==> config.mk <==
export PLATFORM = sky130hd
export DESIGN_NAME = mem_ctrl
export DESIGN_NICKNAME = d
export VERILOG_FILES = /design/src/rtl/mem_ctrl_pkg.sv /design/src/rtl/mem_ctrl_tmo.sv /design/src/rtl/mem_ctrl.sv
export SDC_FILE = /design/constraint.sdc
export NUM_CORES = 1
export LEC_CHECK = 0
export BUFFER_PORTS_ARGS = -buffer_cell sky130_fd_sc_hd__buf_4
export CAP_MARGIN = 20
export CORE_ASPECT_RATIO = 1.25
export CORE_MARGIN = 2
export CORE_UTILIZATION = 40
export DETAILED_ROUTE_END_ITERATION = 7
export PLACE_DENSITY = 0.75
export SLEW_MARGIN = 20
export SYNTH_ARGS = -nofsm -noshare
export SYNTH_HDL_FRONTEND = slang
export SYNTH_HIERARCHICAL = 1
export SYNTH_SLANG_ARGS = --single-unit
export TNS_END_PERCENT = 50
==> constraint.sdc <==
create_clock -name MEM_CTRL_clk -period 1.8 [get_ports MEM_CTRL_clk]
set_clock_uncertainty 0.1 [all_clocks]
set_input_delay 0.36 -clock MEM_CTRL_clk [delete_from_list [all_inputs] [get_ports MEM_CTRL_clk]]
set_output_delay 0.36 -clock MEM_CTRL_clk [all_outputs]
set_load 0.02 [all_outputs]
==> src/rtl/mem_ctrl_pkg.sv <==
// Shared state encoding and default sizing for the memory access controller.
package mem_ctrl_pkg;

    typedef enum logic [1:0] {
        ST_IDLE = 2'd0,
        ST_WAIT = 2'd1,
        ST_DONE = 2'd2
    } state_t;

    localparam int DEF_ADDR_W  = 16;
    localparam int DEF_DATA_W  = 16;
    localparam int DEF_TIMEOUT = 15;
    localparam int TMO_CNT_W   = 8;

endpackage

==> src/rtl/mem_ctrl_tmo.sv <==
// Wait-state counter for the memory controller; flags the last allowed WAIT cycle.
// Only instantiated when MEM_CTRL_TIMEOUT_EN is defined.
module mem_ctrl_tmo
    import mem_ctrl_pkg::*;
#(
    parameter int TIMEOUT = DEF_TIMEOUT
) (
    input  logic clk,
    input  logic rst,
    input  logic clr,
    input  logic inc,
    output logic last
);

    logic [TMO_CNT_W-1:0] cnt_r;

    // Count WAIT cycles without acknowledge; restart on every new access.
    always_ff @(posedge clk or posedge rst) begin
        if (rst) begin
            cnt_r <= '0;
        end else if (clr) begin
            cnt_r <= '0;
        end else if (inc) begin
            cnt_r <= cnt_r + 8'd1;
        end else begin
            cnt_r <= cnt_r;
        end
    end

    // The count holds k-1 during the k-th WAIT cycle.
    assign last = (cnt_r == TMO_CNT_W'(TIMEOUT - 1));

endmodule

==> src/rtl/mem_ctrl.sv <==
// Single-access memory controller: IDLE -> WAIT (until ack) -> DONE, all outputs registered.
// Optional ack timeout enabled by defining MEM_CTRL_TIMEOUT_EN.
module mem_ctrl
    import mem_ctrl_pkg::*;
#(
    parameter int ADDR_W  = DEF_ADDR_W,
    parameter int DATA_W  = DEF_DATA_W,
    parameter int TIMEOUT = DEF_TIMEOUT
) (
    input  logic              MEM_CTRL_clk,
    input  logic              MEM_CTRL_rst,
    input  logic              MEM_CTRL_req,
    input  logic              MEM_CTRL_we,
    input  logic [ADDR_W-1:0] MEM_CTRL_addr,
    input  logic [DATA_W-1:0] MEM_CTRL_wdata,
    output logic [DATA_W-1:0] MEM_CTRL_rdata,
    output logic              MEM_CTRL_busy,
    output logic              MEM_CTRL_done,
    output logic              MEM_CTRL_err,
    output logic              mem_en,
    output logic              mem_we,
    output logic [ADDR_W-1:0] mem_addr,
    output logic [DATA_W-1:0] mem_wdata,
    input  logic [DATA_W-1:0] mem_rdata,
    input  logic              mem_ack
);

    state_t            state_r;
    logic [DATA_W-1:0] rdata_r;
    logic              busy_r;
    logic              done_r;
    logic              err_r;
    logic              mem_en_r;
    logic              mem_we_r;
    logic [ADDR_W-1:0] mem_addr_r;
    logic [DATA_W-1:0] mem_wdata_r;
    logic              tmo_s;

`ifdef MEM_CTRL_TIMEOUT_EN
    logic tmo_last_s;

    mem_ctrl_tmo #(
        .TIMEOUT (TIMEOUT)
    ) u_tmo (
        .clk  (MEM_CTRL_clk),
        .rst  (MEM_CTRL_rst),
        .clr  ((state_r == ST_IDLE) && MEM_CTRL_req),
        .inc  ((state_r == ST_WAIT) && !mem_ack),
        .last (tmo_last_s)
    );

    assign tmo_s = (state_r == ST_WAIT) && tmo_last_s;
`else
    assign tmo_s = 1'b0;
`endif

    // Access sequencer; ack is checked before timeout so a late ack still succeeds.
    always_ff @(posedge MEM_CTRL_clk or posedge MEM_CTRL_rst) begin
        if (MEM_CTRL_rst) begin
            state_r     <= ST_IDLE;
            rdata_r     <= '0;
            busy_r      <= 1'b0;
            done_r      <= 1'b0;
            err_r       <= 1'b0;
            mem_en_r    <= 1'b0;
            mem_we_r    <= 1'b0;
            mem_addr_r  <= '0;
            mem_wdata_r <= '0;
        end else begin
            case (state_r)
                ST_IDLE: begin
                    done_r <= 1'b0;
                    err_r  <= 1'b0;
                    if (MEM_CTRL_req) begin
                        state_r     <= ST_WAIT;
                        busy_r      <= 1'b1;
                        mem_en_r    <= 1'b1;
                        mem_we_r    <= MEM_CTRL_we;
                        mem_addr_r  <= MEM_CTRL_addr;
                        mem_wdata_r <= MEM_CTRL_wdata;
                    end else begin
                        state_r <= ST_IDLE;
                        busy_r  <= 1'b0;
                    end
                end
                ST_WAIT: begin
                    if (mem_ack) begin
                        if (!mem_we_r) begin
                            rdata_r <= mem_rdata;
                        end else begin
                            rdata_r <= rdata_r;
                        end
                        state_r  <= ST_DONE;
                        done_r   <= 1'b1;
                        err_r    <= 1'b0;
                        mem_en_r <= 1'b0;
                        mem_we_r <= 1'b0;
                    end else if (tmo_s) begin
                        state_r  <= ST_DONE;
                        done_r   <= 1'b1;
                        err_r    <= 1'b1;
                        mem_en_r <= 1'b0;
                        mem_we_r <= 1'b0;
                    end else begin
                        state_r <= ST_WAIT;
                    end
                end
                ST_DONE: begin
                    state_r <= ST_IDLE;
                    busy_r  <= 1'b0;
                    done_r  <= 1'b0;
                    err_r   <= 1'b0;
                end
                default: begin
                    state_r  <= ST_IDLE;
                    busy_r   <= 1'b0;
                    done_r   <= 1'b0;
                    err_r    <= 1'b0;
                    mem_en_r <= 1'b0;
                    mem_we_r <= 1'b0;
                end
            endcase
        end
    end

    assign MEM_CTRL_rdata = rdata_r;
    assign MEM_CTRL_busy  = busy_r;
    assign MEM_CTRL_done  = done_r;
    assign MEM_CTRL_err   = err_r;
    assign mem_en         = mem_en_r;
    assign mem_we         = mem_we_r;
    assign mem_addr       = mem_addr_r;
    assign mem_wdata      = mem_wdata_r;

endmodule
==> results.tsv, run 1 <==
metric	value	unit
synth.most_common_cell	dfrtp_1	
num_rows	29	
drtAntennaViolNets	0	
synth_ff_type	dfrtp_1	
run_status	completed	
ys_top_cells_by_area	dfrtp_1 (66%), mux2_2 (20%), mux2_1 (6.6%)	
synth_area	0.00206	mm^2
ctsResizeCount	0	
cp_max_fo	16	
cp-end-kind	flip-flop	
required	1880	ps
powerDensity	1630	mW/mm^2
async_flop_share	100	%
grt_use_total	15.1	%
synth_area_per_cell	16.0	um^2
reg2reg_from	state_r[0]$_DFF_PP0_	
p_leak	0.00147	uW
wl	4250	um
grt_pass1_wl	6460	um
arrival	1700	ps
wl_per_cell	14.1	um
clk_latency	290	ps
rsz0062_at_grt	no	
ys_ff_latch	54	
startpoint	state_r[0]$_DFF_PP0_	
yosysSeqAreaShare	65.5	%
ioPinCount	106	
ctsHoldBuffers	1	
finalNetCount	291	
cts_tree	done	
vias	1383	
fp.dieW	68.2	um
clock-sinks	54	
slew_viol_final	0	
drive_gt1_share	64.0	%
clk_root_buffer_cell	clkbuf_8	
overflow	0	
dieArea	0.00575	mm^2
synth_edf_count	0	
max_freq	0.617	GHz
drtIter0Drc	68	
worstSetupStartpointType	flip-flop	
criticalPathCategory	flip-flop to flip-flop	
fin_ws	178	ps
htree_num_levels	2	
hold_viol	0	
pre_cts_ws	186	ps
routed_via_density	4.59	
yosysUniqueCellTypes	20	
min_period	1620	ps
synth_nets	182	
ir_drop	0.000715	V
cts_buffers	5	
antenna_found_initial	0	
cap_violations	0	
grt_pass1_vias	1384	
clk_pin_slew	90	ps
routabilityCongestion	0.762	
critical_path.cell_chain	nor2b_4 > and3b_1 > buf_12 > mux2_1	
post_cts_buffers	0	
io_buffers	104	
tns	0	ps
drc_errors	0	
synthTopCellsByCount	dfrtp_1 (54), mux2_2 (36), mux2_1 (12)	
slowest_stage	dfrtp_1	
critical_path.max_stage_delay	480	ps
syn_inst	129	
die_y	84.3	um
start_util	41.2	%
cts_buffer_depth	2	
layout_worst_path_cycle_share	90.1	%
dpl.hpwl	3210	um
area_growth	48.4	%
synth.yosys.warnings	6	
n_fill_cell	398	
setup_viol	0	
hold_class	input port to flip-flop	
dr.pass1.iters	3	
grt_max_degree	37	
antenna_cells	0	
synth_top_cell_area_share	65.5	%
core_area	0.00501	mm^2
hp-start	mem_rdata[2]	
yosysTopAreaCell	dfrtp_1	
==> state kept, by name, summed over array words and instances, names as in the netlist <==
name            cells
MEM_CTRL_rdata     16
mem_addr           16
mem_wdata          16
state_r             2
MEM_CTRL_busy       1
MEM_CTRL_done       1
mem_en              1
mem_we              1
==> layout make-up <==
class,instances,area [um^2],area share (%)
Clock inverter,2,37.5,1.23
Tap cell,62,77.6,2.54
Multi-Input combinational cell,67,662,21.6
Inverter,2,7.51,0.245
Clock buffer,6,72.6,2.37
Timing Repair Buffer,108,851,27.8
Sequential cell,54,1350,44.2
==> logic make-up (layout without fill, tap and decap cells) <==
logic type      Yosys count  after routing  synth area share, %
other cells               1              1                0.182
mux                      48             48                 26.2
compound gates            5              5                 1.52
buf+inv                   8            118                 2.37
simple gates             13             13                 4.19
flops                    54             54                 65.5
==> critical path, delay by kind of cell (launching register included) <==
family	cells	cell delay (ps)
flip-flops	1	480
AND/OR/NAND/NOR	2	430
multiplexers	1	330
buffers and inverters	1	160
==> metal layers <==
metal  wire (um)  vias up  part of all wire [%]  global-route usage (%)
li1            -      660                     -                       -
met4         117        0                   2.8                    7.82
met1        1650      662                    39                    18.0
met3         284        8                   6.7                    3.22
met5           0        -                     0                       0
met2        2200       53                    52                    25.1
==> cells in the final DEF (no fill, tap or decap), drive strengths merged, types with 3 or more instances in the layout <==
master and n:
clkbuf 6, dfrtp 54, mux2 48, buf 107, nand2b 3
==> worst paths after layout <==
path                                             endpoint  slack (ps)  cells past startpoint
hold reg to reg            MEM_CTRL_rdata[11]$_DFFE_PP0P_         400                      1
max in group asynchronous        mem_wdata[0]$_DFFE_PP0P_         550                      4
min in group asynchronous         mem_addr[7]$_DFFE_PP0P_         530                      3
hold / removal              MEM_CTRL_rdata[2]$_DFFE_PP0P_         180                      2
setup reg to reg           MEM_CTRL_rdata[13]$_DFFE_PP0P_         180                      4
setup / recovery           MEM_CTRL_rdata[13]$_DFFE_PP0P_         180                      4
==> where the power goes <==
| group | leakage [uW] | switching, uW | internal (uW) |
|---|---|---|---|
| combinational | 0.000777 | 1100 | 1120 |
| sequential | 0.000637 | 269 | 1710 |
| clock | 0.0000514 | 373 | 415 |
==> stage by stage <==
stage                     total power (uW)  hold WS [ps]  area (um^2)  std cells  utilization, %
after CTS                             5060           164         3060        301            61.1
final                                 4990           175         3060        301            61.1
after floorplan                       3200           389         2060        129               -
after global placement                4210           290         2940        292            58.7
after global routing                  5250           164         3060        301            61.1
after detailed placement              4260           292         2940        292            58.7
Power figures use the tool's default switching activity.
==> run 2, diff against run 1 <==
--- a/config.mk
+++ b/config.mk
@@ -9,9 +9,9 @@
 export CAP_MARGIN = 20
 export CORE_ASPECT_RATIO = 1.25
 export CORE_MARGIN = 2
-export CORE_UTILIZATION = 40
+export CORE_UTILIZATION = 45
 export DETAILED_ROUTE_END_ITERATION = 7
-export PLACE_DENSITY = 0.75
+export PLACE_DENSITY = 0.79
 export SLEW_MARGIN = 20
 export SYNTH_ARGS = -nofsm -noshare
 export SYNTH_HDL_FRONTEND = slang
==> constraint.sdc (replaced) <==
create_clock -name MEM_CTRL_clk -period 1.6 [get_ports MEM_CTRL_clk]
set_clock_uncertainty 0.1 [all_clocks]
set_input_delay 0.08 -clock MEM_CTRL_clk [delete_from_list [all_inputs] [get_ports MEM_CTRL_clk]]
set_output_delay 0.08 -clock MEM_CTRL_clk [all_outputs]
set_load 0.02 [all_outputs]
==> run 2 against run 1 <==
Against the previous run:
- via count grew 23%
- first-iteration DRC count fell by 34%
- maximum frequency is 5.3% higher
==> results.tsv, run 2 (synthesis gave the netlist of run 1 again) <==
metric	value	unit	change
cts_buffer_depth	2		unchanged
wl	5770	um	+36%
wl_per_cell	16.4	um	+16%
drive_gt1_share	54.4	%	-9.6 points
drtIter0Drc	45		-34%
place_area	0.00294	mm^2	about the same
arrival	1640	ps	-60 ps
dr.pass1.iters	3		unchanged
overflow	0		unchanged
clock-sinks	54		unchanged
cts_buffers	5		unchanged
grt_pass1_vias	1929		+39%
finalNetCount	346		+19%
startpoint	state_r[1]$_DFF_PP0_		
ir_drop	0.000942	V	+32%
grt_pass1_wl	9340	um	+45%
p_leak	0.00171	uW	+17%
grt_max_degree	55		+49%
final_core_util	82.6	%	+21 points
ioPinCount	106		unchanged
hold_class	input port to asynchronous set/reset pin		
fp.dieW	64.5	um	-5.4%
grt_use_total	24.5	%	+9.4 points
drc_errors	0		unchanged
hold_viol	0		unchanged
worstSetupStartpointType	flip-flop		
num_rows	27		-6.9%
fin_area	0.00363	mm^2	+19%
antenna_found_initial	0		unchanged
reg2reg_from	state_r[1]$_DFF_PP0_		
cap_violations	0		unchanged
vias	1698		+23%
layout_worst_path_cycle_share	96.3	%	+6.2 points
clk_latency	300	ps	about the same
start_util	47.0	%	+5.8 points
io_buffers	104		unchanged
n_fill_cell	237		-40%
final_common_cell	buf_4		
clk_root_buffer_cell	clkbuf_8		
cp-end-kind	flip-flop		
core_area	0.00439	mm^2	-12%
rsz0062_at_grt	no		
routabilityCongestion	0.801		+5.1%
die_y	79.7	um	-5.5%
setup_viol	0		unchanged
cp_max_fo	16		unchanged
antenna_cells	0		unchanged
htree_num_levels	2		unchanged
slew_viol_final	0		unchanged
place_inst	289		-1.0%
layoutNonFillerInstCount	352		+17%
max_freq	0.649	GHz	+5.3%
required	1700	ps	-180 ps
min_period	1540	ps	-81.2 ps
drtAntennaViolNets	0		unchanged
tns	0	ps	unchanged
criticalPathCategory	flip-flop to flip-flop		
layout_common_cells	buf_4 (107), dfrtp_1 (53), dlygate4sd3_1 (52)		
dpl.hpwl	3260	um	+1.6%
dieArea	0.00514	mm^2	-11%
routed_via_density	4.82		+5.0%
powerDensity	1620	mW/mm^2	-0.77%
clk_pin_slew	100	ps	about the same
run_status	completed		
cts_tree	done		
area_growth	75.9	%	
run 2: cell count changes in the layout (fill, tap and decap cells not counted), sizes merged:
cell	before	now
dlygate4sd3	1	52
buf	107	111
clkinv	0	2
clkbuf	6	5
clkinvlp	1	0
run 2: routing by layer:
metal / global-route usage, % / wire (um)
met1: 26.2 / 2000
met2: 45.2 / 3260
met3: 5.92 / 308
met4: 11.3 / 199
met5: 0 / 0
run 2: critical path, stage by stage, from the launching register on:
cell	delay [ps]
dfrtp_2	450
nand2b_4	170
nor2_4	180
buf_16	180
mux2_2	350
run 2: power breakdown:
part	leakage, uW	internal, uW	total [uW]	switching [uW]
Combinational	0.00102	1390	2720	1330
Sequential	0.000636	1930	2250	321
Clock	0.0000579	461	897	435
run 2: repair_timing:
item                                    in CTS  in global routing
endpoints found under the setup margin      29                 15
gates cloned                                 1                  0
hold buffers                                52                  0
buffers inserted                             1                  1
hold endpoints to repair                   106                  0
gates resized for setup                      4                  0
run 2: path summary, 6_finish.rpt:
check                                                 endpoint  cells past startpoint  slack [ps]
worst max-delay path                   mem_addr[0]$_DFFE_PP0P_                      4          60
worst min-delay path                   mem_addr[9]$_DFFE_PP0P_                      4         290
worst max register to register         mem_addr[0]$_DFFE_PP0P_                      4          60
worst min register to register  MEM_CTRL_rdata[12]$_DFFE_PP0P_                      1         400
max in group asynchronous                 state_r[1]$_DFF_PP0_                      4         870
min in group MEM_CTRL_clk       MEM_CTRL_rdata[12]$_DFFE_PP0P_                      1         400
run 2: per-stage QoR:
step / power [uW] / hold WS (ps) / setup slack (ps)
after global routing: 6170 / 333 / 11.5
after detailed placement: 4800 / 60.9 / 3.53
final: 5870 / 290 / 59.6
after global placement: 4740 / 60.3 / 50.9
after CTS: 5850 / 276 / 21.2
after floorplan: 3600 / 109 / 39.6
run 2: layout make-up:
type / count / area, um^2 / area share (%)
Clock buffer: 5 / 68.8 / 1.90
Clock inverter: 3 / 40.0 / 1.10
Inverter: 2 / 7.51 / 0.207
Multi-Input combinational cell: 67 / 674 / 18.6
Sequential cell: 54 / 1350 / 37.3
Tap cell: 58 / 72.6 / 2.00
Timing Repair Buffer: 163 / 1410 / 38.9
==> run 3, diff against run 2 <==
--- a/config.mk
+++ b/config.mk
@@ -5,7 +5,7 @@
 export SDC_FILE = /design/constraint.sdc
 export NUM_CORES = 1
 export LEC_CHECK = 0
-export BUFFER_PORTS_ARGS = -buffer_cell sky130_fd_sc_hd__buf_4
+export BUFFER_PORTS_ARGS = -buffer_cell sky130_fd_sc_hd__buf_2
 export CAP_MARGIN = 20
 export CORE_ASPECT_RATIO = 1.25
 export CORE_MARGIN = 2
==> run 3 against run 2 <==
Against the previous run:
- critical path depth unchanged
- non-clock buffer count unchanged
- combinational power down 13%
- sequential power about the same
- clock-buffer cell count up 2
- worst hold slack worse by 220 ps
- flip-flop and latch count unchanged
- core utilization down 6.1 points
==> results.tsv, run 3 (synthesis gave the netlist of run 1 again) <==
metric	value	unit	change
hold_end	MEM_CTRL_busy$_DFFE_PP0P_		
hold_class	input port to flip-flop		
overflow	0		unchanged
wl_per_cell	14.6	um	-11%
finalHoldWorstSlack	73.8	ps	-216 ps
ir_drop	0.00106	V	+12%
rsz0062_at_grt	no		
criticalPathCategory	flip-flop to flip-flop		
grt_pass1_wl	8010	um	-14%
p_leak	0.00163	uW	-4.8%
cp-end-kind	flip-flop		
min_period	1520	ps	-21.9 ps
setup_viol	0		unchanged
hp-start	MEM_CTRL_req		
antenna_cells	0		unchanged
wl	5140	um	-11%
post_cts_buffers	0		-1
routed_via_density	4.74		-1.6%
dr.pass1.iters	4		+1
layout_worst_path_cycle_share	94.9	%	-1.4 points
rrSetupSlack	80	ps	+20 ps
grt_max_degree	55		unchanged
grt_pass1_vias	1798		-6.8%
clock-sinks	54		unchanged
routabilityCongestion	0.837		+4.5%
dieArea	0.00514	mm^2	unchanged
fp.dieW	64.5	um	unchanged
cts_buffers	5		unchanged
ioPinCount	106		unchanged
dpl.hpwl	3140	um	-3.8%
vias	1670		-1.6%
powerDensity	1590	mW/mm^2	-1.8%
tns	0	ps	unchanged
worstSetupStartpointType	flip-flop		
finalNetCount	346		unchanged
drtIter0Drc	50		+11%
hold_viol	0		unchanged
cap_violations	0		unchanged
antenna_found_initial	0		unchanged
drc_errors	0		unchanged
clk_root_buffer_cell	clkbuf_8		
layout_common_cells	buf_2 (104), dfrtp_1 (53), dlygate4sd3_1 (51)		
r2r_cells	4		unchanged
drtAntennaViolNets	0		unchanged
drive_gt1_share	54.4	%	unchanged
reg2reg_from	state_r[0]$_DFF_PP0_		
cts_tree	done		
cts_buffer_depth	2		unchanged
num_rows	27		unchanged
r2r-end	MEM_CTRL_rdata[4]$_DFFE_PP0P_		
required	1690	ps	about the same
die_y	79.7	um	unchanged
start_util	47.0	%	unchanged
clk_pin_slew	90	ps	about the same
max_freq	0.659	GHz	+1.4%
io_buffers	104		unchanged
run_status	completed		
grt_use_total	20.7	%	-3.8 points
arrival	1600	ps	-40 ps
final_common_cell	buf_2		
clk_latency	300	ps	about the same
min_path_cells	3		
area_growth	62.9	%	
core_area	0.00439	mm^2	unchanged
cp_max_fo	16		unchanged
htree_num_levels	2		unchanged
slew_viol_final	0		unchanged
## run 3: final cells by class
type | instances | area (um^2)
inverter | 2 | 7.51
clock buffer | 7 | 86.3
tap | 58 | 72.6
clock inverter | 1 | 5.00
multi-input combinational | 67 | 677
sequential | 54 | 1350
fill | 277 | 1030
timing repair buffer | 163 | 1160
## run 3: metal layers
metal | up-vias | GRT usage, % | wire, um
met3 | 21 | 4.37 | 259
li1 | 768 | - | -
met4 | 0 | 12.8 | 238
met1 | 810 | 21.7 | 1890
met5 | - | 0 | 0
met2 | 71 | 37.5 | 2750
## run 3: where the power goes
part | internal [uW] | switching, uW
Clock | 350 | 414
Combinational | 1060 | 1300
Sequential | 1930 | 290
Total | 3340 | 2000
## run 3: repair_timing
action                     4_1_cts  5_1_grt
gates resized for setup          0        7
hold buffers                    52        0
setup endpoints to repair        0       15
hold endpoints to repair       105        0
## run 3: worst max path at each step
stage | start | end | depth (start not counted)
after floorplan | state_r[0]$_DFF_PP0_ | MEM_CTRL_rdata[0]$_DFFE_PP0P_ | 5
after global placement | state_r[1]$_DFF_PP0_ | mem_addr[0]$_DFFE_PP0P_ | 4
after detailed placement | state_r[1]$_DFF_PP0_ | mem_wdata[10]$_DFFE_PP0P_ | 4
final | state_r[0]$_DFF_PP0_ | MEM_CTRL_rdata[4]$_DFFE_PP0P_ | 4
after global routing | state_r[0]$_DFF_PP0_ | MEM_CTRL_rdata[9]$_DFFE_PP0P_ | 4
after CTS | state_r[1]$_DFF_PP0_ | mem_we$_DFFE_PP0P_ | 5
## run 3: critical path: stages (launching register included)
cell and delay (ps):
dfrtp_2 420, nor2b_4 180, and3b_1 210, buf_12 160, mux2_2 340
## run 3: metrics by stage
step	area [um^2]	setup slack (ps)	std cells	util, %	total power [uW]
2_1_floorplan	2060	39.6	129	-	3600
3_3_place_gp	2700	107	291	61.4	4360
3_5_place_dp	2700	71.3	291	61.4	4430
4_1_cts	3310	23.0	351	75.3	5300
5_1_grt	3360	27.5	352	76.5	5630
6_report	3360	81.4	352	76.5	5340
